<file path="config.mk">
export PLATFORM = sky130hd
export DESIGN_NAME = instr_sequencer
export DESIGN_NICKNAME = d
export VERILOG_FILES = /design/src/rtl/instr_sequencer.sv
export SDC_FILE = /design/constraint.sdc
export NUM_CORES = 1
export LEC_CHECK = 0
export CAP_MARGIN = 25
export CORE_MARGIN = 5
export CORE_UTILIZATION = 41
export DETAILED_ROUTE_END_ITERATION = 8
export PLACE_DENSITY = 0.86
export REMOVE_ABC_BUFFERS = 1
export SYNTH_ARGS = -nofsm -noshare
export SYNTH_HDL_FRONTEND = slang
export SYNTH_SLANG_ARGS = --single-unit
</file>
<file path="constraint.sdc">
create_clock -name clk -period 2.3 [get_ports clk]
set_input_delay 0.575 -clock clk [delete_from_list [all_inputs] [get_ports clk]]
set_output_delay 0.575 -clock clk [all_outputs]
set_load 0.1 [all_outputs]
</file>
<file path="src/rtl/instr_sequencer.sv">
// rtl/instr_sequencer.sv - fetch/decode/exec/writeback sequencer owning PC and write strobes
// Optional: define INSTR_SEQ_COND_EXEC_EN to enable ARM condition-code evaluation.
module instr_sequencer #(
  parameter int                ADDR_W   = 32,
  parameter logic [ADDR_W-1:0] RESET_PC = '0
) (
  input  logic              clk,
  input  logic              rst_n,
  output logic              imem_req,
  output logic [ADDR_W-1:0] imem_addr,
  input  logic              imem_ack,
  input  logic [31:0]       imem_rdata,
  output logic [31:0]       instr,
  output logic              dec_en,
  input  logic              stall,
  input  logic [3:0]        flags,
  input  logic              pc_load,
  input  logic [ADDR_W-1:0] pc_load_val,
  output logic              reg_we,
  output logic              flags_we,
  output logic [ADDR_W-1:0] pc,
  output logic              retire
);

  localparam logic [1:0] S_FETCH  = 2'd0;
  localparam logic [1:0] S_DECODE = 2'd1;
  localparam logic [1:0] S_EXEC   = 2'd2;
  localparam logic [1:0] S_WB     = 2'd3;

  logic [1:0] state;
  logic       cond_pass;
  logic       is_dp;
  logic       is_test_op;

  // Low PC bits are always forced to zero on a load, so they are never read.
  logic [1:0] unused_pc_lsbs;
  assign unused_pc_lsbs = pc_load_val[1:0];

  // Every strobe comes straight from registered state, instr and cond_pass.
  assign imem_req   = (state == S_FETCH);
  assign dec_en     = (state == S_DECODE);
  assign retire     = (state == S_WB);
  assign imem_addr  = pc;
  assign is_dp      = (instr[27:26] == 2'b00);
  assign is_test_op = (instr[24:23] == 2'b10);  // TST/TEQ/CMP/CMN: opcode 10xx
  assign reg_we     = retire & cond_pass & is_dp & ~is_test_op;
  assign flags_we   = retire & cond_pass & is_dp & instr[20];

`ifdef INSTR_SEQ_COND_EXEC_EN
  logic cond_now;
  logic f_n, f_z, f_c, f_v;
  assign {f_n, f_z, f_c, f_v} = flags;

  // ARM condition table over the current NZCV.
  always_comb begin
    cond_now = 1'b0;
    case (instr[31:28])
      4'h0: cond_now = f_z;
      4'h1: cond_now = ~f_z;
      4'h2: cond_now = f_c;
      4'h3: cond_now = ~f_c;
      4'h4: cond_now = f_n;
      4'h5: cond_now = ~f_n;
      4'h6: cond_now = f_v;
      4'h7: cond_now = ~f_v;
      4'h8: cond_now = f_c & ~f_z;
      4'h9: cond_now = ~f_c | f_z;
      4'hA: cond_now = (f_n == f_v);
      4'hB: cond_now = (f_n != f_v);
      4'hC: cond_now = ~f_z & (f_n == f_v);
      4'hD: cond_now = f_z | (f_n != f_v);
      4'hE: cond_now = 1'b1;
      default: cond_now = 1'b0;
    endcase
  end

  // Capture the condition every EXEC cycle; the value from the exit cycle is what WB sees.
  always_ff @(posedge clk or negedge rst_n) begin
    if (!rst_n) begin
      cond_pass <= 1'b0;
    end else if (state == S_EXEC) begin
      cond_pass <= cond_now;
    end
  end
`else
  logic [3:0] unused_flags;
  assign unused_flags = flags;
  assign cond_pass    = 1'b1;
`endif

  // Main sequencer: state, instruction latch and PC advance.
  always_ff @(posedge clk or negedge rst_n) begin
    if (!rst_n) begin
      state <= S_FETCH;
      instr <= 32'h0;
      pc    <= RESET_PC;
    end else begin
      case (state)
        S_FETCH: begin
          if (imem_ack) begin
            instr <= imem_rdata;
            state <= S_DECODE;
          end
        end
        S_DECODE: state <= S_EXEC;
        S_EXEC: begin
          if (!stall) state <= S_WB;
        end
        default: begin
          state <= S_FETCH;
          if (pc_load && cond_pass) pc <= {pc_load_val[ADDR_W-1:2], 2'b00};
          else                      pc <= pc + ADDR_W'(4);
        end
      endcase
    end
  end

endmodule

</file>
==> impl_metrics.env <==
export IMPL_core_um2=8636
export IMPL_slew_viol_final=0
export IMPL_wl_per_cell_um=17.48
export IMPL_syn_inst=356
export IMPL_wl_mm=10.66
export IMPL_critical_path_class="flop to primary output"
export IMPL_dieArea_um2=10770
export IMPL_dr_pass1_iters=5
export IMPL_hp_class="primary input to asynchronous set/reset pin"
export IMPL_fin_crit_ns=2.190
export IMPL_path_buf_inv=1
export IMPL_cts_max_level=3
export IMPL_worst_slew_margin_rel_pct=62.19
export IMPL_antenna_found_initial=0
export IMPL_start_kind="flop"
export IMPL_ant_nets=0
export IMPL_cts_tree="yes"
export IMPL_worstPathMaxFanout=5
export IMPL_yosys_warnings=0
export IMPL_syn_area_um2=3606
export IMPL_drcViolationCount=0
export IMPL_via_count=3429
export IMPL_yosysUniqueCellTypes=57
export IMPL_cts_hold_fix_buffers=0
export IMPL_layout_area_seq_um2=1602
export IMPL_fillers=707
export IMPL_ys_ff_latch=64
export IMPL_area_growth_pct=48.61
export IMPL_worst_slew_pin_slew_ns=0.5665
export IMPL_synth_avg_cell_area_um2=10.13
export IMPL_vias_per_cell=5.621
export IMPL_startpoint="state[0]$_DFFE_PN0P_"
export IMPL_ios=174
export IMPL_placementRows=34
export IMPL_drtIter0Drc=220
export IMPL_yosysSeqAreaShare_pct=44.41
export IMPL_clk_path_buf_depth=2
export IMPL_fin_nets=576
export IMPL_dp_hpwl_mm=7.911
export IMPL_finalInstanceArea_um2=5359
export IMPL_die_w_um=103.8
export IMPL_synth_edf_count=0
export IMPL_overflow=0
export IMPL_grt_first_pass_wirelength_mm=16.87
export IMPL_setup_violations=0
export IMPL_place_inst=594
export IMPL_diodes=0
export IMPL_setup_slack_ns=0.1100
export IMPL_clock_sinks=64
export IMPL_cp_required_ns=1.73
export IMPL_pre_cts_ws_ns=0.1927
export IMPL_port_buffers=163
export IMPL_synth_ff_type="dfrtp_1"
export IMPL_max_freq_ghz=0.4566
export IMPL_multiInputGateArea_um2=1678
export IMPL_worst_path_max_delay_cell="dfrtp_1"
export IMPL_grt_pass1_vias=3336
export IMPL_cts_root_buf="clkbuf_8"
export IMPL_cp_cell_sequence="ha_1, nor4b_4, buf_12"
export IMPL_end_kind="primary output"
export IMPL_hold_ws_ns=0.2400
export IMPL_grtUsageTotal_pct=18.86
export IMPL_status="finished, final reports clean"
export IMPL_max_stage_delay_ns=0.42
export IMPL_cap_violations=0
export IMPL_grt_start_max_net_pins=65
export IMPL_r2r_start="imem_addr[19]$_DFFE_PN0N_"
export IMPL_cts_buffers=9
export IMPL_period_share_pct=95.22
export IMPL_cp_top_family="flip-flops"
export IMPL_cp_arrival_ns=1.62
export IMPL_initial_core_util_pct=41.76
export IMPL_hold_violations=0
export IMPL_dpl_cell_area_um2=5076
export IMPL_die_height_um=103.8
export IMPL_fin_cells=610
export IMPL_skew_ns=0.008982
export IMPL_gp_congestion=0.8607
export IMPL_clk_pin_slew_ns=0.07
export IMPL_async_flop_share_pct=100.0
export IMPL_drive_gt1_share_pct=35.26
export IMPL_clk_insertion_delay_late_ns=0.34
cells in the final DEF, fill, tap and decap left out, drive strengths merged, types with 3 or more instances in the layout:
| cell | instances |
|---|---|
| a21oi | 23 |
| a22o | 3 |
| a22oi | 7 |
| a31oi | 4 |
| a41o | 4 |
| a41oi | 3 |
| and3 | 7 |
| buf | 114 |
| bufinv | 3 |
| clkbuf | 10 |
| clkdlybuf4s50 | 65 |
| conb | 4 |
| dfrtp | 64 |
| ha | 6 |
| inv | 11 |
| mux2 | 33 |
| mux2i | 3 |
| nand2 | 23 |
| nand3 | 14 |
| nand4 | 11 |
| nor2 | 20 |
| nor3 | 8 |
| nor4 | 4 |
| o21ai | 19 |
| or3 | 6 |
registers in the layout, summed over array words and instances, names as in the netlist:
register	count
instr	32
imem_addr	30
state	2
worst register-to-register path, cell delays in order, from the launching register on:
cell and delay (ns):
dfrtp_1 0.49, nand4_1 0.23, nor4_4 0.50, nand3_1 0.24, o32a_1 0.34, o31a_1 0.10
repair_timing:
item	CTS	global route
gates resized for setup	2	2
buffers inserted	0	0
endpoints found under the setup margin	2	2
pin swaps	0	0
cloned	0	0
through the flow:
step / setup TNS [ns] / utilization, %
finish: 0 / 62.05
global route: -0.01493 / 62.05
CTS: 0 / 61.85
detailed placement: 0 / 58.78
global placement: 0 / 58.78
floorplan: -44.24 / -
cells in the mapped netlist, types with 3 or more instances:
cell / n / share of area [%]
mux2i_1: 3 / 0.83
nor3_1: 6 / 0.83
buf_1: 7 / 0.73
or3_1: 6 / 1.0
a22oi_1: 7 / 1.5
clkbuf_1: 10 / 1.0
a21oi_1: 23 / 3.2
a22o_1: 3 / 0.73
nor2_1: 20 / 2.1
nand4_1: 9 / 1.6
ha_1: 6 / 2.1
o21ai_0: 19 / 2.6
nand2_1: 22 / 2.3
nand3_1: 14 / 1.9
inv_1: 10 / 1.0
a41oi_1: 3 / 0.73
dfrtp_1: 64 / 44
mux2_2: 33 / 10
a31oi_1: 4 / 0.69
buf_4: 34 / 7.1
and3_1: 6 / 1.0
routing by layer:
layer / track usage [%] / wire length (µm) / share of wire [%]
met1: 24.11 / 4061 / 38
met2: 30.78 / 5493 / 52
met3: 3.918 / 854 / 8.0
met4: 8.233 / 253 / 2.4
met5: 0 / 0 / 0
final timing paths:
path / cells after the start / slack, ns / to
max: 3 / 0.11 / reg_we
min: 2 / 0.24 / imem_addr[10]$_DFFE_PN0N_
max reg2reg: 5 / 0.29 / imem_addr[29]$_DFFE_PN0N_
min reg2reg: 1 / 0.51 / instr[1]$_DFFE_PN0P_
max in group asynchronous: 2 / 1.78 / state[1]$_DFFE_PN0P_
min in group clk: 1 / 0.51 / instr[1]$_DFFE_PN0P_
cells by family (layout without fill, tap and decap cells):
kind of cell | Yosys count | in the layout | synth area share (%)
DFF | 64 | 64 | 44.41
muxes | 36 | 36 | 11.14
adders and majority gates | 6 | 6 | 2.082
and+or+nand+nor | 103 | 103 | 16.52
AOI/OAI and AO/OA | 84 | 84 | 15.55
other | 1 | 4 | 0.1040
buffers and inverters | 62 | 205 | 10.20
cell type report:
cell class	count	share of cell area (%)
Tap cell	108	2.522
Multi-Input combinational cell	233	31.31
Inverter	10	0.7004
Clock buffer	10	2.568
Clock inverter	6	2.148
Timing Repair Buffer	179	30.87
Sequential cell	64	29.89
Power is not shown: default switching activity piles up to over one toggle a cycle in this logic, so the estimate is an artifact.
